[config.mk]
export PLATFORM = sky130hd
export DESIGN_NAME = mux4_rr_arbiter_flat
export DESIGN_NICKNAME = d
export VERILOG_FILES = /design/src/rtl/mux4_rr_arbiter_if.sv /design/src/rtl/mux4_rr_arbiter.sv /design/src/flat_wrapper.sv
export SDC_FILE = /design/constraint.sdc
export NUM_CORES = 1
export LEC_CHECK = 0
export CORE_ASPECT_RATIO = 0.8
export CORE_MARGIN = 5
export CORE_UTILIZATION = 44
export CTS_CLUSTER_DIAMETER = 200
export CTS_CLUSTER_SIZE = 25
export DETAILED_ROUTE_END_ITERATION = 8
export PLACE_DENSITY = 0.78
export REMOVE_ABC_BUFFERS = 1
export SETUP_SLACK_MARGIN = 0.15
export SLEW_MARGIN = 15
export SYNTH_ARGS = -nofsm -noshare
export SYNTH_HDL_FRONTEND = slang
export SYNTH_SLANG_ARGS = --single-unit
export TNS_END_PERCENT = 50
[constraint.sdc]
create_clock -name clk -period 2.1 [get_ports clk]
set_input_delay 0.42 -clock clk [delete_from_list [all_inputs] [get_ports clk]]
set_output_delay 0.42 -clock clk [all_outputs]
set_load 0.02 [all_outputs]
[src/rtl/mux4_rr_arbiter_if.sv]
// Requester/output channel bundle for mux4_rr_arbiter.
// The lock signal exists only when MUX4_ARB_LOCK_EN is defined.
interface mux4_rr_arbiter_if #(
   parameter int DATA_W = 4
);
   logic [3:0]        req;
   logic [DATA_W-1:0] a;
   logic [DATA_W-1:0] b;
   logic [DATA_W-1:0] c;
   logic [DATA_W-1:0] d;
   logic              out_ready;
   logic              out_valid;
   logic [DATA_W-1:0] out_data;
   logic [1:0]        sel;
   logic [3:0]        gnt;
   logic [3:0]        ack;
`ifdef MUX4_ARB_LOCK_EN
   logic              lock;

   modport master (
      output req, a, b, c, d, out_ready, lock,
      input  out_valid, out_data, sel, gnt, ack
   );
   modport slave (
      input  req, a, b, c, d, out_ready, lock,
      output out_valid, out_data, sel, gnt, ack
   );
`else
   modport master (
      output req, a, b, c, d, out_ready,
      input  out_valid, out_data, sel, gnt, ack
   );
   modport slave (
      input  req, a, b, c, d, out_ready,
      output out_valid, out_data, sel, gnt, ack
   );
`endif
endinterface

[src/rtl/mux4_rr_arbiter.sv]
// Round-robin arbiter for four requesters sharing one 4:1 mux output channel.
// Optional feature macro: MUX4_ARB_LOCK_EN (adds lock = re-grant same requester).
module mux4_rr_arbiter #(
   parameter int DATA_W = 4
) (
   input  logic               clk,
   input  logic               rst_n,
   mux4_rr_arbiter_if.slave   arb_bus
);

   typedef enum logic {
      S_IDLE,
      S_GRANT
   } state_t;

   state_t            r_state, w_state_nxt;
   logic [1:0]        r_ptr, w_ptr_nxt;
   logic [1:0]        r_sel, w_sel_nxt;
   logic [3:0]        r_gnt, w_gnt_nxt;
   logic [DATA_W-1:0] r_data, w_data_nxt;
   logic              r_valid, w_valid_nxt;

   logic              w_accept;
   logic              w_lock;
   logic [3:0]        w_cand;
   logic [1:0]        w_start;
   logic [2:0]        w_pick;
   logic              w_found;
   logic [1:0]        w_win;
   logic [DATA_W-1:0] w_win_data;

   // Returns {found, index}; scanning from the far end lets the nearest hit win.
   function automatic logic [2:0] rr_pick(input logic [3:0] cand, input logic [1:0] start);
      logic [1:0] idx;
      rr_pick = 3'b000;
      for (int k = 3; k >= 0; k--) begin
         idx = start + 2'(k);
         if (cand[idx]) rr_pick = {1'b1, idx};
      end
   endfunction

   assign w_accept = r_valid & arb_bus.out_ready;

`ifdef MUX4_ARB_LOCK_EN
   assign w_lock = arb_bus.lock;
`else
   assign w_lock = 1'b0;
`endif

   // NOTE: every always_comb output gets a default first so no path leaves it unassigned (no latch).
   always_comb begin
      w_cand  = arb_bus.req;
      w_start = r_ptr;
      if (r_state == S_GRANT) begin
         if (w_lock) begin
            w_cand  = arb_bus.req;
            w_start = r_sel;
         end else begin
            // Mask the word being acked so a slow req deassert cannot re-win it.
            w_cand  = arb_bus.req & ~r_gnt;
            w_start = r_sel + 2'd1;
         end
      end
   end

   assign w_pick  = rr_pick(w_cand, w_start);
   assign w_found = w_pick[2];
   assign w_win   = w_pick[1:0];

   always_comb begin
      case (w_win)
         2'd0:    w_win_data = arb_bus.a;
         2'd1:    w_win_data = arb_bus.b;
         2'd2:    w_win_data = arb_bus.c;
         default: w_win_data = arb_bus.d;
      endcase
   end

   always_comb begin
      w_state_nxt = r_state;
      w_ptr_nxt   = r_ptr;
      w_sel_nxt   = r_sel;
      w_gnt_nxt   = r_gnt;
      w_data_nxt  = r_data;
      w_valid_nxt = r_valid;
      case (r_state)
         S_IDLE: begin
            if (w_found) begin
               w_state_nxt = S_GRANT;
               w_gnt_nxt   = 4'b0001 << w_win;
               w_sel_nxt   = w_win;
               w_data_nxt  = w_win_data;
               w_valid_nxt = 1'b1;
            end
         end
         S_GRANT: begin
            if (w_accept) begin
               if (!w_lock) w_ptr_nxt = r_sel + 2'd1;
               if (w_found) begin
                  w_gnt_nxt   = 4'b0001 << w_win;
                  w_sel_nxt   = w_win;
                  w_data_nxt  = w_win_data;
               end else begin
                  // sel and out_data keep the last word after going idle.
                  w_state_nxt = S_IDLE;
                  w_gnt_nxt   = 4'b0000;
                  w_valid_nxt = 1'b0;
               end
            end
         end
         default: w_state_nxt = S_IDLE;
      endcase
   end

   // NOTE: sequential state uses non-blocking assignments so all registers update together.
   always_ff @(posedge clk or negedge rst_n) begin
      if (!rst_n) begin
         r_state <= S_IDLE;
         r_ptr   <= 2'd0;
         r_sel   <= 2'd0;
         r_gnt   <= 4'b0000;
         r_data  <= '0;
         r_valid <= 1'b0;
      end else begin
         r_state <= w_state_nxt;
         r_ptr   <= w_ptr_nxt;
         r_sel   <= w_sel_nxt;
         r_gnt   <= w_gnt_nxt;
         r_data  <= w_data_nxt;
         r_valid <= w_valid_nxt;
      end
   end

   assign arb_bus.out_valid = r_valid;
   assign arb_bus.out_data  = r_data;
   assign arb_bus.sel       = r_sel;
   assign arb_bus.gnt       = r_gnt;
   assign arb_bus.ack       = r_gnt & {4{w_accept}};

endmodule

[src/flat_wrapper.sv]
// flat-port wrapper written by rule: the top's interface ports become plain ports
module mux4_rr_arbiter_flat 
#(
   parameter int DATA_W = 4
)
  (clk, rst_n, arb_bus_req, arb_bus_a, arb_bus_b, arb_bus_c, arb_bus_d, arb_bus_out_ready, arb_bus_out_valid, arb_bus_out_data, arb_bus_sel, arb_bus_gnt, arb_bus_ack);
  mux4_rr_arbiter_if #(.DATA_W(DATA_W)) arb_bus_i ();
  input  logic clk;
  input  logic rst_n;
  input wire logic [$bits(arb_bus_i.req)-1:0] arb_bus_req;
  input wire logic [$bits(arb_bus_i.a)-1:0] arb_bus_a;
  input wire logic [$bits(arb_bus_i.b)-1:0] arb_bus_b;
  input wire logic [$bits(arb_bus_i.c)-1:0] arb_bus_c;
  input wire logic [$bits(arb_bus_i.d)-1:0] arb_bus_d;
  input wire logic [$bits(arb_bus_i.out_ready)-1:0] arb_bus_out_ready;
  output wire logic [$bits(arb_bus_i.out_valid)-1:0] arb_bus_out_valid;
  output wire logic [$bits(arb_bus_i.out_data)-1:0] arb_bus_out_data;
  output wire logic [$bits(arb_bus_i.sel)-1:0] arb_bus_sel;
  output wire logic [$bits(arb_bus_i.gnt)-1:0] arb_bus_gnt;
  output wire logic [$bits(arb_bus_i.ack)-1:0] arb_bus_ack;
  assign arb_bus_i.req = arb_bus_req;
  assign arb_bus_i.a = arb_bus_a;
  assign arb_bus_i.b = arb_bus_b;
  assign arb_bus_i.c = arb_bus_c;
  assign arb_bus_i.d = arb_bus_d;
  assign arb_bus_i.out_ready = arb_bus_out_ready;
  assign arb_bus_out_valid = arb_bus_i.out_valid;
  assign arb_bus_out_data = arb_bus_i.out_data;
  assign arb_bus_sel = arb_bus_i.sel;
  assign arb_bus_gnt = arb_bus_i.gnt;
  assign arb_bus_ack = arb_bus_i.ack;
  mux4_rr_arbiter #(.DATA_W(DATA_W)) u_core (.clk(clk), .rst_n(rst_n), .arb_bus(arb_bus_i));
endmodule
==> impl_metrics.tcl, run 1 <==
set metrics [dict create \
    ys_types 44 \
    p_sw_share_pct 45.6 \
    syn_to_final_growth_pct 77.7 \
    status "finished, final reports clean" \
    initialDrtViolationCount 74 \
    critPathKind "flop to flop" \
    yosysTopAreaCell "dfrtp_1" \
    synth_top_cells_by_area "dfrtp_1 (32%), nand2_1 (6.3%), o41ai_2 (6.0%), nor3_2 (4.6%), a211oi_1 (3.5%)" \
    hold_class "flop to flop" \
    clk_pin_slew_ns 0.10 \
    p_leak_nw 0.836 \
    cp.arrival_ns 2.20 \
    antenna_cells 0 \
    drv_slew 0 \
    ys_seq_area_share_pct 32.5 \
    relSlewSlack_pct 55.1 \
    cts_num_sinks 14 \
    wirelength_mm 4.10 \
    critPathMaxFanout 6 \
    p_clk_share_pct 8.0 \
    fp.dieW_um 65.4 \
    fp-row-count 16 \
    grt_pass1_vias 1125 \
    fin_crit_sh_pct 96.0 \
    wl_per_cell_um 19.2 \
    fin_util_pct 79.8 \
    boundaryPins 38 \
    ys_ff_latch 14 \
    grt_overflow 0 \
    vias_per_cell 5.90 \
    final_cell_mix "clkdlybuf4s50_1 (31), buf_4 (31), nand2_1 (18)" \
    cts_tree "done" \
    grt_setup_unrepaired "true" \
    drc 0 \
    syn_avg_cell_area_um2 9.63 \
    timing.clock.skew_ns 0.0149 \
    yosysTopAreaCellShare_pct 32.5 \
    crit_path_end_kind "flop" \
    pwr-share-seq_pct 20.0 \
    drive_gt1_share_pct 44.6 \
    final_hold_viol_count 0 \
    synth_area_um2 1080 \
    p_switching_mw 1.21 \
    drtAntennaViolNets 0 \
    power.internal_mw 1.44 \
    vias 1256 \
    dp_cells 193 \
    numCtsBuffers 3 \
    final_nets 210 \
    dieArea_um2 3550 \
    antenna_found_initial 0 \
    hpwl_mm 2.36 \
    place_area_um2 1590 \
    clk_latency_ns 0.31 \
    grt_pass1_wl_mm 5.32 \
    start_kind "flop" \
    cts_max_level 1 \
    hold_slack_ns 0.496 \
    design_area_um2 1920 \
    max_clock_freq_mhz 496 \
    cts.path.max_buffers 2 \
    finalSetupTns_ns 0 \
    p_comb_share_pct 72.0 \
    cap_violations 0 \
    place.gp.congestion 0.883 \
    fin_ws_ns 0.0843 \
    start_util_pct 44.9 \
    power.total_mw 2.65 \
    yosysWarnings 0 \
    clock-root-buffer "clkbuf_4" \
    grt_use_total_pct 19.8 \
    firstDrtPassIters 4 \
    finalNonFillerCells 213 \
    tightest_slew_ns 0.672 \
    port_buffers 37 \
    die_y_um 54.3 \
    core_area_um2 2400 \
    power_density_nw_per_um2 1380 \
    grt_max_degree 15 \
    setup_viol 0 \
    synthCells 112 \
    dp_slack_ns -0.281 \
    fin_crit_ns 2.02 \
    vdd_drop_max_v 0.000911 \
    cp_data_required_time_ns 2.28 \
]
[cell usage after synthesis, drive strengths merged]
cell type	n
a2111o	1
a211oi	6
a21bo	1
a21boi	2
a21oi	2
a221o	1
a221oi	1
a2bb2oi	2
a32oi	1
and2	2
and3	4
and3b	4
and4b	1
buf	5
dfrtp	14
inv	2
mux2	2
nand2	20
nand2b	2
nand3	2
nor2	8
nor2b	4
nor3	5
nor3b	1
nor4	1
o211ai	1
o21ai	7
o221a	1
o221ai	1
o22a	1
o31a	1
o41ai	4
xnor2	1
xor2	1
[final timing paths]
path | from | endpoint | slack (ns) | cells after the start
setup reg to reg | u_core.r_state | u_core.arb_bus.gnt[3] | 0.08 | 9
hold reg to reg | u_core.arb_bus.out_data[2] | u_core.arb_bus.out_data[2] | 0.50 | 2
max in group asynchronous | rst_n | u_core.r_state | 1.12 | 1
hold / removal | u_core.arb_bus.out_data[2] | u_core.arb_bus.out_data[2] | 0.50 | 2
min in group asynchronous | rst_n | u_core.r_ptr[0] | 0.51 | 1
setup / recovery | u_core.r_state | u_core.arb_bus.gnt[3] | 0.08 | 9
[cell families (layout without fill, tap and decap cells)]
group | Yosys count | in the layout | synth area share [%]
compound gates | 33 | 34 | 28.8
flops | 14 | 14 | 32.5
buf+inv | 7 | 80 | 5.68
mux | 2 | 2 | 2.09
xor+xnor | 2 | 2 | 1.62
simple gates | 54 | 54 | 29.4
[timing repair]
item                       in CTS  in global routing
pin swaps                       4                  9
resized for setup              16                 28
cloned                          1                  0
setup endpoints to repair      12                  8
buffers inserted                3                 12
hold buffers                    0                  0
[metal layers]
metal	track usage [%]	vias up	part of all wire, %
li1	-	573	-
met1	26.3	617	40
met2	32.8	58	51
met3	5.95	8	7.8
met4	3.10	0	2.0
met5	0	-	0
[registers in the layout, summed over array words and instances, names as in the netlist]
name                      count
u_core.arb_bus.gnt            4
u_core.arb_bus.out_data       4
u_core.arb_bus.sel            2
u_core.r_ptr                  2
u_core.r_state                1
u_core.arb_bus.out_valid      1
[worst max-delay path, cell delays in order, from the launching register on]
cell and delay (ns):
dfrtp_2 0.48, buf_6 0.15, buf_4 0.14, nor2_2 0.13, o21ai_0 0.13, o22a_2 0.24, buf_6 0.13, nand3_4 0.11
o21ai_1 0.10, mux2_2 0.27
[power by group through the flow]
stage | Clock, mW | Sequential (mW) | Combinational, mW
2_1_floorplan | 0 | 0.597 | 0.642
3_3_place_gp | 0 | 0.504 | 1.33
3_5_place_dp | 0 | 0.509 | 1.37
4_1_cts | 0.209 | 0.509 | 1.49
5_1_grt | 0.225 | 0.544 | 2.03
6_report | 0.212 | 0.530 | 1.91
[area by class of cell]
cell class,instances,area (um2)
multi-input cells,92,823
repair buffers,74,663
fillers,147,485
flip-flops and latches,14,353
clock buffers,4,36.3
well taps,27,33.8
inverters,2,7.51
No activity file was read; power rests on OpenSTA's default activity.
==> run 2, diff against run 1 <==
- ABC_AREA: unset -> 1
- CORE_UTILIZATION: 44 -> 45
- PLACE_DENSITY: 0.78 -> 0.79
==> run 2 against run 1 <==
Net effect:
- worst setup slack got worse by 0.030 ns
- die area grew 3.3%
- sequential share of layout area hardly changed
- critical path depth is 4 higher
- clock power down 7%
- utilization shrank 1.4 points
- critical path type unchanged
==> impl_metrics.tcl, run 2 <==
set metrics [dict create \
    power.internal_mw 0.415 \
    fin_crit_ns 2.05 \
    clk_pin_slew_ns 0.09 \
    dieArea_um2 3670 \
    finalSetupTns_ns 0 \
    cap_violations 0 \
    ys_ff_latch 14 \
    ys_top_cells_by_count "nand2_1 (54), inv_1 (18), nand3_1 (17), dfrtp_1 (14), nand2_2 (7)" \
    crit_path_end_kind "flop" \
    drc 0 \
    design_area_um2 1910 \
    status "finished, final reports clean" \
    p_leak_nw 0.966 \
    power_density_nw_per_um2 274 \
    clk_latency_ns 0.28 \
    yosysTopAreaCell "dfrtp_1" \
    yosysTopAreaCellShare_pct 30.5 \
    grt_pass1_vias 1264 \
    ys_types 22 \
    relSlewSlack_pct 55.8 \
    firstDrtPassIters 4 \
    grt_setup_unrepaired "true" \
    setup_viol 0 \
    vdd_drop_max_v 0.000263 \
    antenna_cells 0 \
    vias_per_cell 5.17 \
    start_util_pct 47.0 \
    power.total_mw 0.524 \
    start_kind "flop" \
    fin_util_pct 78.4 \
    numCtsBuffers 3 \
    critPathKind "flop to flop" \
    fin_crit_sh_pct 97.4 \
    ys_seq_area_share_pct 30.5 \
    p_clk_share_pct 37.8 \
    max_clock_freq_mhz 489 \
    fp.dieW_um 66.5 \
    p_comb_share_pct 10.9 \
    place_area_um2 1630 \
    p_sw_share_pct 20.9 \
    grt_max_degree 15 \
    async_reset_ff_share_pct 100 \
    clock-root-buffer "clkbuf_4" \
    p_switching_mw 0.109 \
    cts_tree "done" \
    wirelength_mm 3.88 \
    cp_data_required_time_ns 2.33 \
    boundaryPins 38 \
    cts_hold_buffers 0 \
    vias 1344 \
    yosysWarnings 0 \
    layout_commonest_cell "nand2_1" \
    synth.most_common_cell "nand2_1" \
    critPathMaxFanout 6 \
    timing.clock.skew_ns 0.00167 \
    die_y_um 55.2 \
    drtAntennaViolNets 0 \
    core_area_um2 2440 \
    hold_slack_ns 0.503 \
    grt_overflow 0 \
    initialDrtViolationCount 87 \
    syn_to_final_growth_pct 66.8 \
    final_hold_viol_count 0 \
    place.gp.congestion 0.842 \
    hold_class "flop to flop" \
    synth_area_um2 1150 \
    grt_pass1_wl_mm 5.64 \
    drv_slew 0 \
    synth_top_cells_by_area "dfrtp_1 (31%), nand2_1 (18%), nand3_1 (7.4%), inv_1 (5.9%), nand2_2 (3.8%)" \
    fp-row-count 16 \
    pwr-share-seq_pct 51.4 \
    cts.path.max_buffers 2 \
    hpwl_mm 2.52 \
    drive_gt1_share_pct 39.3 \
    synthCells 167 \
    port_buffers 37 \
    cts_num_sinks 14 \
    antenna_found_initial 0 \
    cp.arrival_ns 2.27 \
    wl_per_cell_um 14.9 \
    final_nets 248 \
    syn_avg_cell_area_um2 6.87 \
    synth_edf_count 0 \
    synthFlopType "dfrtp_1" \
    cts_max_level 1 \
    grt_use_total_pct 20.3 \
    tightest_slew_ns 0.660 \
    final_cell_mix "nand2_1 (38), clkdlybuf4s50_1 (33), inv_1 (17), nand2_2 (17), buf_4 (14)" \
]
[run 2: changes by cell type in the layout (fill, tap and decap cells not counted), moves of 6 or more]
cell / before / now
nand2_4: 0 / 9
dlygate4sd2_1: 6 / 0
nand3_2: 0 / 7
nand2_2: 1 / 17
inv_1: 2 / 17
nand2_1: 18 / 38
buf_4: 31 / 14
nand3_1: 1 / 10
[run 2: final timing paths]
path                                                  from                    endpoint  slack, ns  cells after the start
worst max-delay path                        u_core.r_state  u_core.arb_bus.out_data[3]       0.05                     13
worst min register to register  u_core.arb_bus.out_data[0]  u_core.arb_bus.out_data[0]       0.50                      2
max in group asynchronous                            rst_n              u_core.r_state       1.10                      1
min in group asynchronous                            rst_n    u_core.arb_bus.out_valid       0.54                      1
worst min-delay path            u_core.arb_bus.out_data[0]  u_core.arb_bus.out_data[0]       0.50                      2
worst max register to register              u_core.r_state  u_core.arb_bus.out_data[3]       0.05                     13
[run 2: routing by layer]
layer	wire length [um]	vias up	global-route usage [%]
met5	0	-	0
met2	1920	37	33.3
met3	158	8	3.03
met4	48	0	6.42
li1	-	660	-
met1	1760	639	27.8
[run 2: logic make-up (layout without fill, tap and decap cells)]
| logic type | count (synthesis) | in the layout | synth area share [%] |
|---|---|---|---|
| DFF | 14 | 14 | 30.5 |
| buffers and inverters | 28 | 83 | 11.3 |
| and+or+nand+nor | 103 | 104 | 45.6 |
| AOI/OAI and AO/OA | 22 | 23 | 12.5 |
[run 2: layout make-up]
| class | instances | area (um2) |
|---|---|---|
| multi-input cells | 127 | 890 |
| flip-flops and latches | 14 | 353 |
| repair buffers | 54 | 489 |
| well taps | 36 | 45.0 |
| fillers | 167 | 528 |
| inverters | 25 | 101 |
| clock buffers | 4 | 36.3 |
[run 2: power groups by stage]
stage | sequential [mW] | clock (mW) | combinational, mW
floorplan | 0.275 | 0 | 0.00671
global placement | 0.275 | 0 | 0.0536
detailed placement | 0.275 | 0 | 0.0542
CTS | 0.269 | 0.200 | 0.0555
global route | 0.269 | 0.215 | 0.0612
finish | 0.269 | 0.198 | 0.0572
[run 2: worst max-delay path: stages (launching register included)]
cell     delay [ns]
dfrtp_2        0.48
buf_6          0.17
a21oi_2        0.15
nand2_1        0.09
nand2_2        0.10
nand3_4        0.10
o21ai_1        0.11
inv_1          0.14
a21oi_4        0.19
buf_4          0.15
nand3_1        0.10
nand3_1        0.11
nand2_1        0.05
nand2_1        0.05
[run 2: per-stage QoR]
step | worst slack [ns] | instances
floorplan | 0.227 | 164
detailed placement | -0.235 | 250
CTS | 0.112 | 257
finish | 0.0547 | 260
global route | -0.0611 | 260
global placement | -0.164 | 250
[run 2: repair_timing]
item                       in CTS  in global routing
pin swaps                       4                 12
resized for setup              22                 43
setup endpoints to repair      14                 15
buffers inserted                2                  2
gates cloned                    1                  1
==> run 3, diff against run 2 <==
- CORE_MARGIN: 5 -> unset
- GPL_TIMING_DRIVEN: unset -> 0
==> run 3 against run 2 <==
Net effect:
- largest power group unchanged
- sequential share of layout area up 0.69 points
- clock power down 3%
- register-to-register slack got worse by 0.13 ns
- combinational power increased by 3%
- cell count is 3.8% lower
- clock-buffer cell count stayed put
- utilization increased by 2.9 points
- critical path type unchanged
- clock skew increased by 0.0033 ns
- the flow now finishes with violations (negative setup slack)
- fmax fell by 5.8%
==> impl_metrics.tcl, run 3 (synthesis gave the netlist of run 2 again) <==
set metrics [dict create \
    finalNonFillerCells 250 \
    port_buffers 37 \
    cts.path.max_buffers 2 \
    layout_commonest_cell "nand2_1" \
    drc 0 \
    cts_max_level 1 \
    grt_max_degree 16 \
    firstDrtPassIters 4 \
    hold_class "input port to asynchronous set/reset pin" \
    cp_data_required_time_ns 2.28 \
    fin_crit_sh_pct 103 \
    hold_slack_ns 0.498 \
    critPathMaxFanout 8 \
    clk_pin_slew_ns 0.09 \
    die_y_um 47.2 \
    p_leak_nw 0.910 \
    antenna_found_initial 0 \
    hpwl_mm 2.35 \
    start_util_pct 50.5 \
    tightest_slew_ns 0.586 \
    wl_per_cell_um 15.3 \
    violations "negative setup slack" \
    grt_use_total_pct 24.3 \
    drive_gt1_share_pct 33.8 \
    vias 1348 \
    core_area_um2 2270 \
    fp.dieW_um 58.5 \
    syn_to_final_growth_pct 60.9 \
    multi_input_area_um2 863 \
    crit_path_end_kind "flop" \
    initialDrtViolationCount 48 \
    cts_tree "done" \
    boundaryPins 38 \
    dieArea_um2 2760 \
    power.total_mw 0.521 \
    antenna_cells 0 \
    max_clock_freq_mhz 460 \
    dp_slack_ns -0.320 \
    cts_num_sinks 14 \
    start_kind "flop" \
    dp_cells 235 \
    setup_viol 4 \
    vdd_drop_max_v 0.000399 \
    relSlewSlack_pct 60.8 \
    final_hold_viol_count 0 \
    fin_crit_ns 2.17 \
    seqCellArea_um2 353 \
    vias_per_cell 5.39 \
    clk_latency_ns 0.28 \
    cap_violations 0 \
    clock-root-buffer "clkbuf_4" \
    grt_pass1_vias 1089 \
    numCtsBuffers 3 \
    status "finished with violations" \
    finalSetupTns_ns -0.244 \
    final_nets 240 \
    fillers 145 \
    grt_overflow 0 \
    drtAntennaViolNets 0 \
    grt_pass1_wl_mm 4.88 \
    wirelength_mm 3.82 \
    fin_ws_ns -0.0719 \
    critPathKind "flop to flop" \
    place.gp.congestion 0.904 \
    final_cell_mix "nand2_1 (43), clkdlybuf4s50_1 (33), inv_1 (16)" \
    power_density_nw_per_um2 282 \
    cp.arrival_ns 2.36 \
    grt_setup_unrepaired "true" \
    drv_slew 0 \
    fp-row-count 15 \
    timing.clock.skew_ns 0.00500 \
]
run 3: path summary, 6_finish.rpt:
path / startpoint / to / slack, ns / cells past startpoint
setup / recovery: u_core.r_state / u_core.arb_bus.out_data[1] / -0.07 / 12
hold / removal: rst_n / u_core.arb_bus.out_data[3] / 0.50 / 1
setup reg to reg: u_core.r_state / u_core.arb_bus.out_data[1] / -0.07 / 12
hold reg to reg: u_core.arb_bus.out_data[1] / u_core.arb_bus.out_data[1] / 0.50 / 2
max in group asynchronous: rst_n / u_core.arb_bus.sel[0] / 1.18 / 1
min in group clk: u_core.arb_bus.out_data[1] / u_core.arb_bus.out_data[1] / 0.50 / 2
run 3: critical path: stages (launching register included):
cell and delay (ns):
dfrtp_2 0.49, buf_8 0.17, a21oi_4 0.15, nand2_1 0.10, nand2_1 0.15, nand3_2 0.13
o21ai_2 0.10, inv_2 0.08, a21oi_4 0.29, o21bai_4 0.19, nand3_2 0.10, nand2_1 0.07
nand2_1 0.04
run 3: final cells by class:
cell class / count / share of cell area, %
flip-flops and latches: 14 / 19.1
multi-input cells: 126 / 46.8
repair buffers: 47 / 24.6
inverters: 25 / 5.22
clock buffers: 4 / 1.97
well taps: 34 / 2.31
run 3: stage by stage:
step,utilization (%),instance area [um2]
4_1_cts,74.4,1690
3_5_place_dp,67.2,1530
2_1_floorplan,-,1110
6_report,81.3,1850
5_1_grt,81.3,1850
3_3_place_gp,67.2,1530
run 3: power by group:
group	internal (mW)	switching [mW]	total (mW)	leakage [nW]
clock network	0.106	0.0871	0.193	0.0210
logic	0.0409	0.0181	0.0591	0.736
registers	0.269	0	0.269	0.153
run 3: timing repair:
action                                  in CTS  in global routing
hold buffers                                 0                  0
buffers inserted                             8                  2
pin swaps                                    6                 13
gates resized for setup                     21                 39
gates cloned                                 0                  1
endpoints found under the setup margin      13                 14
run 3: routing by layer:
metal / up-vias / part of all wire [%] / track usage [%]
met4: 0 / 2.4 / 7.62
met5: - / 0 / 0
li1: 641 / - / -
met3: 12 / 5.5 / 5.23
met1: 638 / 45 / 33.1
met2: 57 / 47 / 39.3
